$ cat config.mk
export PLATFORM = sky130hd
export DESIGN_NAME = led_seq_monitor_flat
export DESIGN_NICKNAME = d
export VERILOG_FILES = /design/src/rtl/led_seq_monitor_pkg.sv /design/src/rtl/led_seq_monitor_if.sv /design/src/rtl/led_seq_monitor_therm_decode.sv /design/src/rtl/led_seq_monitor.sv /design/src/flat_wrapper.sv
export SDC_FILE = /design/constraint.sdc
export NUM_CORES = 1
export LEC_CHECK = 0
export ABC_AREA = 1
export CAP_MARGIN = 10
export CORE_ASPECT_RATIO = 1.5
export CORE_MARGIN = 5
export CORE_UTILIZATION = 49
export DETAILED_ROUTE_END_ITERATION = 8
export GPL_ROUTABILITY_DRIVEN = 0
export PLACE_DENSITY = 0.76
export SLEW_MARGIN = 15
export SYNTH_ARGS = -nofsm -noshare
export SYNTH_HDL_FRONTEND = slang
export SYNTH_SLANG_ARGS = --single-unit
$ cat constraint.sdc
create_clock -name clk -period 1.55 [get_ports clk]
set_input_delay 0.2325 -clock clk [delete_from_list [all_inputs] [get_ports clk]]
set_output_delay 0.2325 -clock clk [all_outputs]
set_load 0.02 [all_outputs]
$ cat src/rtl/led_seq_monitor_pkg.sv
// Shared types and the thermometer-code helper for the LED sequence monitor.
package led_mon_pkg;

    typedef enum logic [1:0] {
        UNLOCKED = 2'd0,
        FILL     = 2'd1,
        DRAIN    = 2'd2
    } state_t;

    localparam int MAX_W = 32;

    typedef struct packed {
        logic       valid;
        logic [5:0] level;
    } therm_t;

    // Codes of the form (1<<k)-1 with k in 0..width are legal; level is k.
    function automatic therm_t is_therm(input logic [MAX_W-1:0] code, input int width);
        therm_t r;
        r = '0;
        for (int k = 0; k <= MAX_W; k++) begin
            if (k <= width && code == MAX_W'((64'd1 << k) - 64'd1)) begin
                r.valid = 1'b1;
                r.level = 6'(k);
            end
        end
        return r;
    endfunction

endpackage

$ cat src/rtl/led_seq_monitor_if.sv
// LED bus observed by the monitor plus the monitor's decoded status outputs.
interface led_seq_monitor_if #(
    parameter int WIDTH         = 4,
    parameter int CNT_WIDTH     = 32,
    parameter int ERR_CNT_WIDTH = 8
);
    localparam int LW = $clog2(WIDTH + 1);

    logic [WIDTH-1:0]         seq_in;
    logic [LW-1:0]            level;
    logic                     dir;
    logic                     locked;
    logic                     step_pulse;
    logic                     err_pulse;
    logic [ERR_CNT_WIDTH-1:0] err_count;
    logic                     stall;
    logic [CNT_WIDTH-1:0]     last_period;

    modport master (
        output seq_in,
        input  level, dir, locked, step_pulse, err_pulse, err_count, stall, last_period
    );

    modport slave (
        input  seq_in,
        output level, dir, locked, step_pulse, err_pulse, err_count, stall, last_period
    );

endinterface

$ cat src/rtl/led_seq_monitor_therm_decode.sv
// Combinational thermometer decoder: LED code -> valid flag and fill level (0 when invalid).
module led_therm_decode
    import led_mon_pkg::*;
#(
    parameter int WIDTH = 4,
    parameter int LW    = $clog2(WIDTH + 1)
) (
    input  logic [WIDTH-1:0] i_seq,
    output logic             o_valid,
    output logic [LW-1:0]    o_level
);

    therm_t w_t;

    always_comb begin
        w_t     = is_therm(MAX_W'(i_seq), WIDTH);
        o_valid = w_t.valid;
        o_level = w_t.valid ? w_t.level[LW-1:0] : '0;
    end

endmodule

$ cat src/rtl/led_seq_monitor.sv
// Receive-side checker for the thermometer fill/drain LED pattern.
// Define LED_MON_PERIOD_EN to enable the step-period measurement on last_period.
module led_seq_monitor
    import led_mon_pkg::*;
#(
    parameter int WIDTH          = 4,
    parameter int CNT_WIDTH      = 32,
    parameter int TIMEOUT_CYCLES = 100_000_000,
    parameter int ERR_CNT_WIDTH  = 8
) (
    input  logic             clk,
    input  logic             rst_n,
    led_seq_monitor_if.slave bus
);

    localparam int LW = $clog2(WIDTH + 1);

    logic [WIDTH-1:0]         r_seq_q;
    state_t                   r_state;
    logic [LW-1:0]            r_level;
    logic                     r_dir;
    logic                     r_locked;
    logic                     r_step;
    logic                     r_err;
    logic                     r_stall;
    logic [ERR_CNT_WIDTH-1:0] r_err_cnt;
    logic [CNT_WIDTH-1:0]     r_timer;

    logic          w_valid;
    logic [LW-1:0] w_k;
    logic          w_change;
    logic          w_up;
    logic          w_dn;
    logic          w_turn_dn;
    logic          w_turn_up;
    logic          w_step;
    logic          w_err;

    led_therm_decode #(.WIDTH(WIDTH), .LW(LW)) u_dec (
        .i_seq   (bus.seq_in),
        .o_valid (w_valid),
        .o_level (w_k)
    );

    // Deltas are formed one bit wider so level+1 cannot alias back to 0.
    assign w_change  = (bus.seq_in != r_seq_q);
    assign w_up      = w_valid && ({1'b0, w_k} == {1'b0, r_level} + 1'b1);
    assign w_dn      = w_valid && ({1'b0, w_k} + 1'b1 == {1'b0, r_level});
    assign w_turn_dn = w_valid && (r_level == LW'(WIDTH)) && (w_k == LW'(WIDTH - 1));
    assign w_turn_up = w_valid && (r_level == '0) && (w_k == LW'(1));

    always_comb begin
        w_step = 1'b0;
        w_err  = 1'b0;
        if (w_change) begin
            case (r_state)
                UNLOCKED: w_err = !w_valid;
                FILL: begin
                    w_step = w_up || w_turn_dn;
                    w_err  = !w_step;
                end
                DRAIN: begin
                    w_step = w_dn || w_turn_up;
                    w_err  = !w_step;
                end
                default: w_err = 1'b0;
            endcase
        end
    end

    always_ff @(posedge clk or negedge rst_n) begin
        if (!rst_n) begin
            r_seq_q   <= '0;
            r_state   <= UNLOCKED;
            r_level   <= '0;
            r_dir     <= 1'b1;
            r_locked  <= 1'b0;
            r_step    <= 1'b0;
            r_err     <= 1'b0;
            r_stall   <= 1'b0;
            r_err_cnt <= '0;
            r_timer   <= '0;
        end else begin
            r_seq_q <= bus.seq_in;
            r_step  <= w_step;
            r_err   <= w_err;

            if (w_err && r_err_cnt != '1)
                r_err_cnt <= r_err_cnt + 1'b1;

            if (w_change) begin
                r_timer <= '0;
                r_stall <= 1'b0;
                r_level <= w_k;
                if (w_err) begin
                    r_state  <= UNLOCKED;
                    r_locked <= 1'b0;
                end else begin
                    case (r_state)
                        UNLOCKED: begin
                            if (w_up) begin
                                r_state  <= FILL;
                                r_dir    <= 1'b1;
                                r_locked <= 1'b1;
                            end else if (w_dn) begin
                                r_state  <= DRAIN;
                                r_dir    <= 1'b0;
                                r_locked <= 1'b1;
                            end
                        end
                        FILL: if (w_turn_dn) begin
                            r_state <= DRAIN;
                            r_dir   <= 1'b0;
                        end
                        DRAIN: if (w_turn_up) begin
                            r_state <= FILL;
                            r_dir   <= 1'b1;
                        end
                        default: begin
                            r_state  <= UNLOCKED;
                            r_locked <= 1'b0;
                        end
                    endcase
                end
            end else if (r_timer == CNT_WIDTH'(TIMEOUT_CYCLES - 1)) begin
                r_stall <= 1'b1;
            end else begin
                r_timer <= r_timer + 1'b1;
            end
        end
    end

`ifdef LED_MON_PERIOD_EN
    logic [CNT_WIDTH-1:0] r_period_cnt;
    logic [CNT_WIDTH-1:0] r_last_period;

    // The latched value counts the step cycle itself, hence the +1.
    always_ff @(posedge clk or negedge rst_n) begin
        if (!rst_n) begin
            r_period_cnt  <= '0;
            r_last_period <= '0;
        end else if (w_step) begin
            r_period_cnt  <= '0;
            r_last_period <= (r_period_cnt == '1) ? r_period_cnt : r_period_cnt + 1'b1;
        end else if (r_period_cnt != '1) begin
            r_period_cnt <= r_period_cnt + 1'b1;
        end
    end

    assign bus.last_period = r_last_period;
`else
    assign bus.last_period = '0;
`endif

    assign bus.level      = r_level;
    assign bus.dir        = r_dir;
    assign bus.locked     = r_locked;
    assign bus.step_pulse = r_step;
    assign bus.err_pulse  = r_err;
    assign bus.err_count  = r_err_cnt;
    assign bus.stall      = r_stall;

endmodule
$ cat src/flat_wrapper.sv
// flat-port wrapper written by rule: the top's interface ports become plain ports
module led_seq_monitor_flat import led_mon_pkg::*;
#(
    parameter int WIDTH          = 4,
    parameter int CNT_WIDTH      = 32,
    parameter int TIMEOUT_CYCLES = 100_000_000,
    parameter int ERR_CNT_WIDTH  = 8
)
  (clk, rst_n, bus_seq_in, bus_level, bus_dir, bus_locked, bus_step_pulse, bus_err_pulse, bus_err_count, bus_stall, bus_last_period);
  led_seq_monitor_if #(.WIDTH(WIDTH), .CNT_WIDTH(CNT_WIDTH), .ERR_CNT_WIDTH(ERR_CNT_WIDTH)) bus_i ();
  input  logic clk;
  input  logic rst_n;
  input wire logic [$bits(bus_i.seq_in)-1:0] bus_seq_in;
  output wire logic [$bits(bus_i.level)-1:0] bus_level;
  output wire logic [$bits(bus_i.dir)-1:0] bus_dir;
  output wire logic [$bits(bus_i.locked)-1:0] bus_locked;
  output wire logic [$bits(bus_i.step_pulse)-1:0] bus_step_pulse;
  output wire logic [$bits(bus_i.err_pulse)-1:0] bus_err_pulse;
  output wire logic [$bits(bus_i.err_count)-1:0] bus_err_count;
  output wire logic [$bits(bus_i.stall)-1:0] bus_stall;
  output wire logic [$bits(bus_i.last_period)-1:0] bus_last_period;
  assign bus_i.seq_in = bus_seq_in;
  assign bus_level = bus_i.level;
  assign bus_dir = bus_i.dir;
  assign bus_locked = bus_i.locked;
  assign bus_step_pulse = bus_i.step_pulse;
  assign bus_err_pulse = bus_i.err_pulse;
  assign bus_err_count = bus_i.err_count;
  assign bus_stall = bus_i.stall;
  assign bus_last_period = bus_i.last_period;
  led_seq_monitor #(.WIDTH(WIDTH), .CNT_WIDTH(CNT_WIDTH), .TIMEOUT_CYCLES(TIMEOUT_CYCLES), .ERR_CNT_WIDTH(ERR_CNT_WIDTH)) u_core (.clk(clk), .rst_n(rst_n), .bus(bus_i));
endmodule
==> results.sh, run 1 <==
export IMPL_clock_root_buffer="clkbuf_8"
export IMPL_power_leakage_nw=2.74
export IMPL_path_common_cell="nand2_4"
export IMPL_cp_num_cells=13
export IMPL_cts_sinks=54
export IMPL_htreeDepth=2
export IMPL_synth_warnings=0
export IMPL_die_w_um=79.3
export IMPL_dr_pass1_iters=5
export IMPL_worst_path_max_delay_cell="dfrtp_2"
export IMPL_netlist_area_um2=3520
export IMPL_io_pins=54
export IMPL_yosysTopAreaCell="dfrtp_1"
export IMPL_synthTopCellsByArea="dfrtp_1 38%, nand2_1 11%, buf_4 6.8%"
export IMPL_drv_cap=0
export IMPL_drv_slew=0
export IMPL_ff2ff_path_depth=13
export IMPL_yosys_most_used_dff="dfrtp_1"
export IMPL_violations="negative setup slack"
export IMPL_wire_per_inst_um=19.8
export IMPL_track_usage_pct=23.7
export IMPL_yosysTopAreaCellShare_pct=37.6
export IMPL_synth_cells=460
export IMPL_cp_num_buf_inv=2
export IMPL_coreArea_um2=7130
export IMPL_clk_pin_slew_ns=0.10
export IMPL_ant_nets=0
export IMPL_syn_area_per_cell_um2=7.66
export IMPL_stdcell_area_um2=5400
export IMPL_fin_crit_sh_pct=121
export IMPL_drc=0
export IMPL_drive_gt1_share_pct=45.2
export IMPL_synth_seq_cells=54
export IMPL_grt_pass1_wl_um=16800
export IMPL_die_y_um=114
export IMPL_ys_types=34
export IMPL_skew_ns=0.00797
export IMPL_syn_to_final_growth_pct=53.3
export IMPL_drt_vias_per_instance=5.76
export IMPL_path_max_fanout=5
export IMPL_synth_seq_area_share_pct=38.4
export IMPL_cts_inserted_buffers=5
export IMPL_clock_latency_ns=0.33
export IMPL_rrSetupSlack_ns=-0.32
export IMPL_max_stage_delay_ns=0.44
export IMPL_hold_class="input port to flop"
export IMPL_synth_common_cells="100 x nand2_1, 58 x nor2_1, 53 x dfrtp_1, 46 x inv_1, 32 x buf_4"
export IMPL_ir_drop_mv=1.08
export IMPL_cts_max_path_buffers=2
export IMPL_crit_start="u_core.bus.level[0]"
export IMPL_fin_crit_ns=1.87
export IMPL_critPathLaunchType="flop"
export IMPL_cts_tree="yes"
export IMPL_crit_type="flop to flop"
export IMPL_critical_path_top_delay_family="simple AND/OR/NAND/NOR gates"
export IMPL_critical_path_required_ns=1.82
export IMPL_rsz0062_at_grt="yes"
export IMPL_grt_pass1_vias=3632
export IMPL_initial_core_util_pct=49.4
export IMPL_dieArea_um2=9020
export IMPL_r2r_start="u_core.bus.level[0]"
export IMPL_end_kind="flop"
export IMPL_grt_max_degree=46
export IMPL_port_buffers=21
export IMPL_p_per_area_nw_per_um2=919
export IMPL_antenna_cells=0
export IMPL_fmax_mhz=534
export IMPL_synthArstFlopShare_pct=100
export IMPL_fp_row_count=38
export IMPL_endpoint="u_core.bus.locked"
export IMPL_hpwl_um=6790
export IMPL_post_place_cells=625
export IMPL_setup_viol=40
export IMPL_r2r_end="u_core.bus.locked"
export IMPL_hold_violations=0
export IMPL_synth_edf_count=0
export IMPL_nNetsFinal=603
export IMPL_status="finished, violations left"
export IMPL_grt_overflow_total=0
export IMPL_arrival_ns=2.14
export IMPL_finalWorstSetupSlack_ns=-0.323
export IMPL_routed_wirelength_um=13200
export IMPL_synthMostInstantiatedCell="nand2_1"
export IMPL_drtIter0Drc=350
export IMPL_path_cells="inv_2, ha_4, inv_2, nand2_1, nand2_1, nand3_2, nor2_4, nand2_4, nand2_4, nand2_8, nand2_4, nand2_2, nor2_1"
export IMPL_num_vias=3856
export IMPL_placed_cell_area_um2=4300
export IMPL_fin_cells=669
export IMPL_antenna_found_initial=0
per-layer routing:
metal | GRT usage [%] | routed length [um] | vias to the layer above
met5 | 0 | 0 | -
met4 | 12.6 | 972 | 0
met3 | 3.95 | 783 | 86
met2 | 44.3 | 7050 | 205
met1 | 24.9 | 4410 | 1873
li1 | - | - | 1692
layout by cell type (no fill, tap or decap), drive strengths merged:
| master | count |
|---|---|
| bufinv | 2 |
| xnor2 | 10 |
| o31ai | 2 |
| clkbuf | 6 |
| xor2 | 22 |
| clkinv | 1 |
| nand2 | 114 |
| or2 | 1 |
| nor3 | 16 |
| dfrtp | 53 |
| a22oi | 1 |
| nor4 | 9 |
| dlymetal6s2s | 2 |
| a21oi | 9 |
| inv | 48 |
| nand3 | 28 |
| nor3b | 1 |
| nand4 | 23 |
| dlygate4sd3 | 1 |
| dfstp | 1 |
| ha | 9 |
| a31oi | 2 |
| dlygate4sd2 | 14 |
| o21ai | 12 |
| conb | 32 |
| buf | 107 |
| nor2 | 63 |
metrics by stage:
stage | setup TNS (ns) | util (%) | setup slack [ns] | hold WS (ns) | power [mW]
final | -6.98 | 75.8 | -0.323 | 0.193 | 4.97
after global routing | -10.85 | 75.8 | -0.432 | 0.192 | 5.21
after CTS | -2.58 | 66.0 | -0.182 | 0.181 | 4.58
after detailed placement | -27.59 | 60.2 | -0.957 | 0.112 | 3.42
after global placement | -24.95 | 60.2 | -0.853 | 0.113 | 3.35
after floorplan | -2.07 | - | -0.176 | -0.0631 | 2.87
layout make-up:
type / instances / area, um^2
Clock buffer: 5 / 68.8
Inverter: 48 / 190
Fill cell: 410 / 1730
Tap cell: 80 / 100
Timing Repair Buffer: 125 / 1040
Clock inverter: 3 / 68.8
Sequential cell: 54 / 1360
Multi-Input combinational cell: 354 / 2570
state kept, by name, indices dropped and copies added (netlist names):
register / flops
u_core.r_timer: 32
u_core.bus.step_pulse: 1
u_core.bus.err_pulse: 1
u_core.bus.level: 3
u_core.bus.stall: 1
u_core.r_state: 2
u_core.bus.err_count: 8
u_core.bus.dir: 1
u_core.bus.locked: 1
u_core.r_seq_q: 4
cells by family (layout without fill, tap and decap cells):
| logic type | after synthesis | after routing | synth area share [%] |
|---|---|---|---|
| simple gates | 253 | 255 | 33.7 |
| buf+inv | 85 | 181 | 12.7 |
| flops | 54 | 54 | 38.4 |
| xor+xnor | 32 | 32 | 7.95 |
| compound gates | 26 | 26 | 3.98 |
| fa+ha+maj | 9 | 9 | 3.19 |
| other cells | 1 | 32 | 0.106 |
repair_timing:
| action | 4_1_cts | 5_1_grt |
|---|---|---|
| setup endpoints to repair | 64 | 47 |
| resized for setup | 86 | 132 |
| pin swaps | 23 | 62 |
| setup buffers | 10 | 26 |
| hold endpoints to repair | 9 | 0 |
| gates cloned | 2 | 0 |
| hold buffers | 1 | 0 |
power breakdown:
group	total (mW)	switching [mW]	internal (mW)
Clock	1.18	0.531	0.648
Combinational	2.11	1.37	0.739
Sequential	1.68	0.124	1.56
worst min path at each step:
stage | startpoint | to | slack (ns) | depth (start not counted)
final | bus_seq_in[0] | u_core.r_seq_q[0] | 0.19 | 2
after global routing | bus_seq_in[0] | u_core.r_seq_q[0] | 0.19 | 2
after floorplan | rst_n | u_core.bus.err_count[0] | -0.06 | 0
after CTS | bus_seq_in[0] | u_core.r_seq_q[0] | 0.18 | 2
after detailed placement | rst_n | u_core.bus.stall | 0.11 | 1
after global placement | rst_n | u_core.bus.stall | 0.11 | 1
Note: power is estimated with default switching activity, not from simulation.
==> run 2: changes to the inputs <==
--- a/config.mk
+++ b/config.mk
@@ -9,11 +9,13 @@
 export CAP_MARGIN = 10
 export CORE_ASPECT_RATIO = 1.5
 export CORE_MARGIN = 5
-export CORE_UTILIZATION = 49
+export CORE_UTILIZATION = 50
 export DETAILED_ROUTE_END_ITERATION = 8
 export GPL_ROUTABILITY_DRIVEN = 0
-export PLACE_DENSITY = 0.76
+export PLACE_DENSITY = 0.77
 export SLEW_MARGIN = 15
 export SYNTH_ARGS = -nofsm -noshare
 export SYNTH_HDL_FRONTEND = slang
+export SYNTH_HIERARCHICAL = 1
 export SYNTH_SLANG_ARGS = --single-unit
+export TNS_END_PERCENT = 50
==> results.sh, run 2 <==
export IMPL_hpwl_um=6630
export IMPL_grt_overflow_total=0
export IMPL_critical_path_top_delay_family="simple AND/OR/NAND/NOR gates"
export IMPL_holdWs_ns=0.188
export IMPL_grt_max_degree=55
export IMPL_drc=0
export IMPL_nFillCells=620
export IMPL_die_w_um=80.3
export IMPL_antenna_cells=0
export IMPL_netlist_area_um2=3710
export IMPL_track_usage_pct=20.0
export IMPL_largest_register="u_core/r_timer"
export IMPL_status="finished, violations left"
export IMPL_largest_reg_flops=32
export IMPL_drt_vias_per_instance=5.03
export IMPL_max_stage_delay_ns=0.41
export IMPL_routed_wirelength_um=8980
export IMPL_critical_path_required_ns=1.81
export IMPL_wire_per_inst_um=13.6
export IMPL_synthMostInstantiatedCell="nand2_1"
export IMPL_mostFrequentLayoutCell="nand2_1"
export IMPL_yosys_most_used_dff="dfrtp_1"
export IMPL_fin_crit_ns=1.68
export IMPL_io_pins=54
export IMPL_wl_met3_um=374
export IMPL_htreeDepth=2
export IMPL_synth_warnings=6
export IMPL_drv_slew=0
export IMPL_arrival_ns=1.95
export IMPL_cp_num_buf_inv=1
export IMPL_power_leakage_nw=2.21
export IMPL_synth_cells=487
export IMPL_layout_common_cells="104 x nand2_1, 59 x nor2_1, 52 x dfrtp_1"
export IMPL_synth_seq_area_share_pct=36.5
export IMPL_path_max_fanout=8
export IMPL_ys_types=35
export IMPL_yosysTopAreaCellShare_pct=35.8
export IMPL_port_buffers=21
export IMPL_num_vias=3329
export IMPL_clk_pin_slew_ns=0.09
export IMPL_dieArea_um2=9270
export IMPL_synth_edf_count=0
export IMPL_synthArstFlopShare_pct=100
export IMPL_drive_gt1_share_pct=27.2
export IMPL_finalWorstSetupSlack_ns=-0.135
export IMPL_placed_cell_area_um2=4220
export IMPL_syn_area_per_cell_um2=7.61
export IMPL_clock_latency_ns=0.32
export IMPL_worst_path_max_delay_cell="dfrtp_1"
export IMPL_dr_pass1_iters=5
export IMPL_antenna_found_initial=0
export IMPL_path_common_cell="nand2_2"
export IMPL_grt_pass1_vias=3289
export IMPL_hold_class="input port to flop"
export IMPL_end_kind="flop"
export IMPL_nNetsFinal=579
export IMPL_stdcell_area_um2=4620
export IMPL_cts_inserted_buffers=5
export IMPL_m1WireLength_um=3340
export IMPL_synth_seq_cells=54
export IMPL_ant_nets=0
export IMPL_grt_pass1_wl_um=14600
export IMPL_wl_met2_um=4860
export IMPL_drtIter0Drc=164
export IMPL_cts_max_path_buffers=2
export IMPL_hold_violations=0
export IMPL_clock_root_buffer="clkbuf_8"
export IMPL_path_cells="buf_4, ha_1, nand3b_1, nand2_2, nand2_4, nand2_4, nand3_4, nand3_4, nand2_2, nand2_2"
export IMPL_synthTopCellsByArea="dfrtp_1 36%, nand2_1 12%, nor2_1 6.6%"
export IMPL_fmax_mhz=594
export IMPL_total_power_mw=4.49
export IMPL_yosysTopAreaCell="dfrtp_1"
export IMPL_cts_sinks=54
export IMPL_initial_core_util_pct=51.3
export IMPL_syn_to_final_growth_pct=24.5
export IMPL_cts_tree="yes"
export IMPL_fin_crit_sh_pct=109
export IMPL_die_y_um=115
export IMPL_top_layer="met4"
export IMPL_synth_common_cells="119 x nand2_1, 65 x nor2_1, 53 x dfrtp_1, 41 x inv_1, 32 x buf_4"
export IMPL_fp_row_count=38
export IMPL_crit_type="flop to flop"
export IMPL_coreArea_um2=7230
export IMPL_setup_viol=13
export IMPL_rsz0062_at_grt="yes"
export IMPL_violations="negative setup slack"
export IMPL_drv_cap=0
export IMPL_skew_ns=0.00870
export IMPL_ir_drop_mv=1.03
export IMPL_p_per_area_nw_per_um2=972
export IMPL_critPathLaunchType="flop"
run 2: final cells by class:
type                       count  area [um^2]  share of cell area [%]
inverter                      49          189                    4.09
tap                          100          125                    2.71
multi-input combinational    380         2250                    48.8
sequential                    54         1350                    29.3
timing repair buffer          72          582                    12.6
clock buffer                   6         82.6                    1.79
clock inverter                 1         30.0                   0.650
run 2: stage by stage:
step	std cells	setup slack, ns	utilization [%]	setup TNS [ns]
5_1_grt	662	-0.248	63.9	-3.05
3_3_place_gp	640	-0.874	58.4	-23.40
6_report	662	-0.135	63.9	-1.52
4_1_cts	651	-0.144	60.7	-1.45
2_1_floorplan	518	-0.220	-	-2.64
3_5_place_dp	640	-0.932	58.4	-26.74
run 2: cell families after synthesis:
kind of cell	share of synthesized area, %
other	0.101
AOI/OAI and AO/OA	3.31
xor gates and xnor gates	7.56
and+or+nand+nor	36.6
buffers and inverters	12.2
adders and majority gates	3.71
DFF	36.5
run 2: power breakdown:
group	switching [mW]	internal, mW
logic	1.16	0.690
registers	0.115	1.55
clock network	0.454	0.517
total	1.73	2.76
run 2: metal layers:
layer  track usage, %  vias to the layer above
li1                 -                     1629
met1             21.7                     1555
met2             36.2                      114
met3             3.58                       31
met4             11.2                        0
met5                0                        -
run 2: worst register-to-register path, cell delays in order (launching register included):
cell,delay [ns]
dfrtp_1,0.41
buf_4,0.15
ha_1,0.20
nand3b_1,0.17
nand2_2,0.11
nand2_4,0.09
nand2_4,0.10
nand3_4,0.12
nand3_4,0.14
nand2_2,0.08
nand2_2,0.06
run 2: path summary, 6_finish.rpt:
kind,startpoint,endpoint,slack [ns],cells after the start
worst max register to register,u_core/bus.level[0],u_core/bus.err_count[7],-0.13,10
max in group asynchronous,rst_n,u_core/bus.dir,0.81,3
worst min register to register,u_core/bus.dir,u_core/bus.dir,0.48,2
worst max-delay path,u_core/bus.level[0],u_core/bus.err_count[7],-0.13,10
min in group asynchronous,rst_n,u_core/r_timer[14],0.44,3
worst min-delay path,bus_seq_in[2],u_core/r_seq_q[2],0.19,2
run 2: repair_timing:
item,in CTS,in global routing
cloned,1,0
endpoints found under the hold margin,53,0
setup buffers,2,11
endpoints found under the setup margin,62,34
hold buffers,1,0
gates resized for setup,43,39
pin swaps,11,20
==> run 3: changes to the inputs <==
--- a/config.mk
+++ b/config.mk
@@ -12,6 +12,8 @@
 export CORE_UTILIZATION = 50
 export DETAILED_ROUTE_END_ITERATION = 8
 export GPL_ROUTABILITY_DRIVEN = 0
+export GPL_TIMING_DRIVEN = 0
+export HOLD_SLACK_MARGIN = 0.08
 export PLACE_DENSITY = 0.77
 export SLEW_MARGIN = 15
 export SYNTH_ARGS = -nofsm -noshare
==> results.sh, run 3 (same netlist as run 2, synthesis figures left out) <==
export IMPL_skew_ns=0.0101
export IMPL_drive_gt1_share_pct=27.2
export IMPL_port_buffers=21
export IMPL_cp_num_buf_inv=2
export IMPL_status="finished, violations left"
export IMPL_clock_latency_ns=0.32
export IMPL_fp_row_count=38
export IMPL_setup_viol=14
export IMPL_worst_path_max_delay_cell="dfrtp_1"
export IMPL_cts_max_path_buffers=2
export IMPL_nNetsFinal=585
export IMPL_fin_cells=669
export IMPL_end_kind="flop"
export IMPL_p_per_area_nw_per_um2=962
export IMPL_drc=0
export IMPL_wire_per_inst_um=13.5
export IMPL_num_vias=3335
export IMPL_post_place_ws_ns=-1.23
export IMPL_holdWs_ns=0.394
export IMPL_fin_crit_ns=1.71
export IMPL_worst_pin_slew_ns=0.681
export IMPL_hold_violations=0
export IMPL_violations="negative setup slack"
export IMPL_drv_slew=0
export IMPL_drtIter0Drc=233
export IMPL_hold_class="input port to flop"
export IMPL_ir_drop_mv=1.01
export IMPL_drt_vias_per_instance=4.99
export IMPL_critical_path_required_ns=1.76
export IMPL_crit_type="flop to flop"
export IMPL_die_y_um=115
export IMPL_arrival_ns=1.92
export IMPL_critical_path_top_delay_family="simple AND/OR/NAND/NOR gates"
export IMPL_grt_pass1_vias=3197
export IMPL_post_place_cells=639
export IMPL_largest_register="u_core/r_timer"
export IMPL_largest_reg_flops=32
export IMPL_fin_util_pct=65.0
export IMPL_cts_tree="yes"
export IMPL_rsz0062_at_grt="yes"
export IMPL_seqCellArea_um2=1360
export IMPL_slew_headroom_pct=54.6
export IMPL_path_cells="inv_1, ha_4, inv_1, or2_2, nand3_4, nand3_4, nand2_2, nand2_1"
export IMPL_fmax_mhz=585
export IMPL_hpwl_um=6400
export IMPL_syn_to_final_growth_pct=26.8
export IMPL_critPathLaunchType="flop"
export IMPL_dieArea_um2=9270
export IMPL_antenna_cells=0
export IMPL_dr_pass1_iters=4
export IMPL_grt_max_degree=55
export IMPL_mostFrequentLayoutCell="nand2_1"
export IMPL_io_pins=54
export IMPL_grt_pass1_wl_um=14700
export IMPL_htreeDepth=2
export IMPL_nFillCells=624
export IMPL_cts_inserted_buffers=5
export IMPL_die_w_um=80.3
export IMPL_power_leakage_nw=2.26
export IMPL_grt_overflow_total=0
export IMPL_initial_core_util_pct=51.3
export IMPL_path_max_fanout=8
export IMPL_clk_pin_slew_ns=0.10
export IMPL_max_stage_delay_ns=0.41
export IMPL_multi_input_area_um2=2280
export IMPL_ant_nets=0
export IMPL_drv_cap=0
export IMPL_antenna_found_initial=0
export IMPL_fin_crit_sh_pct=110
export IMPL_routed_wirelength_um=9040
export IMPL_coreArea_um2=7230
export IMPL_finalWorstSetupSlack_ns=-0.160
export IMPL_track_usage_pct=20.2
export IMPL_cts_sinks=54
export IMPL_layout_common_cells="107 x nand2_1, 55 x nor2_1, 50 x buf_4, 50 x dfrtp_1, 37 x inv_1"
export IMPL_clock_root_buffer="clkbuf_8"
[run 3: cell types whose count changed in the layout (fill, tap and decap cells not counted), sizes merged]
cell           previous run  this run
dlygate4sd3               1         5
dlymetal6s2s              2         3
buf                      53        56
bufinv                    1         0
clkinv                    0         1
clkdlybuf4s50             2         1
[run 3: per-layer routing]
metal	part of all wire [%]	track usage, %	vias to the layer above	wire (um)
li1	-	-	1646	-
met1	38	21.8	1584	3440
met2	55	37.1	80	4970
met3	3.4	3.58	25	311
met4	3.4	10.5	0	311
met5	0	0	-	0
[run 3: path summary, 6_finish.rpt]
kind	startpoint	to	slack (ns)	depth (start not counted)
max	u_core/r_state[1]	u_core/bus.err_count[2]	-0.16	8
min	bus_seq_in[3]	u_core/bus.level[1]	0.39	5
max reg2reg	u_core/r_state[1]	u_core/bus.err_count[2]	-0.16	8
min reg2reg	u_core/bus.dir	u_core/bus.dir	0.48	2
max in group asynchronous	rst_n	u_core/r_timer[19]	0.56	2
min in group asynchronous	rst_n	u_core/r_timer[12]	0.50	2
[run 3: power breakdown]
| group | leakage, nW | switching (mW) | internal, mW |
|---|---|---|---|
| Clock | 0.0544 | 0.473 | 0.410 |
| Sequential | 0.724 | 0.123 | 1.55 |
| Combinational | 1.48 | 1.20 | 0.767 |
[run 3: tightest hold or removal path: cells and delay by family]
| family | cells | cell delay, ns |
|---|---|---|
| AOI/OAI and AO/OA | 1 | 0.07 |
| buffers and inverters | 2 | 0.25 |
| and+or+nand+nor | 2 | 0.11 |
[run 3: metrics by stage]
stage	area [um^2]	power, mW	setup TNS [ns]
6_report	4700	4.52	-1.75
5_1_grt	4700	4.83	-3.58
4_1_cts	4490	4.40	-1.49
3_5_place_dp	4200	3.32	-31.67
3_3_place_gp	4200	3.26	-103.27
2_1_floorplan	3870	2.84	-2.64
[run 3: final cells by class]
type / count / area share [%]
multi-input combinational: 380 / 48.4
sequential: 54 / 28.9
timing repair buffer: 42 / 8.06
buffer: 36 / 5.75
inverter: 49 / 4.02
tap: 100 / 2.66
clock buffer: 7 / 2.05
clock inverter: 1 / 0.186
[run 3: what timing repair did]
item,CTS,global route
endpoints found under the hold margin,56,1
setup buffers,8,8
hold buffers,4,1
cloned,1,0
gates resized for setup,61,40
pin swaps,17,17
endpoints found under the setup margin,62,41
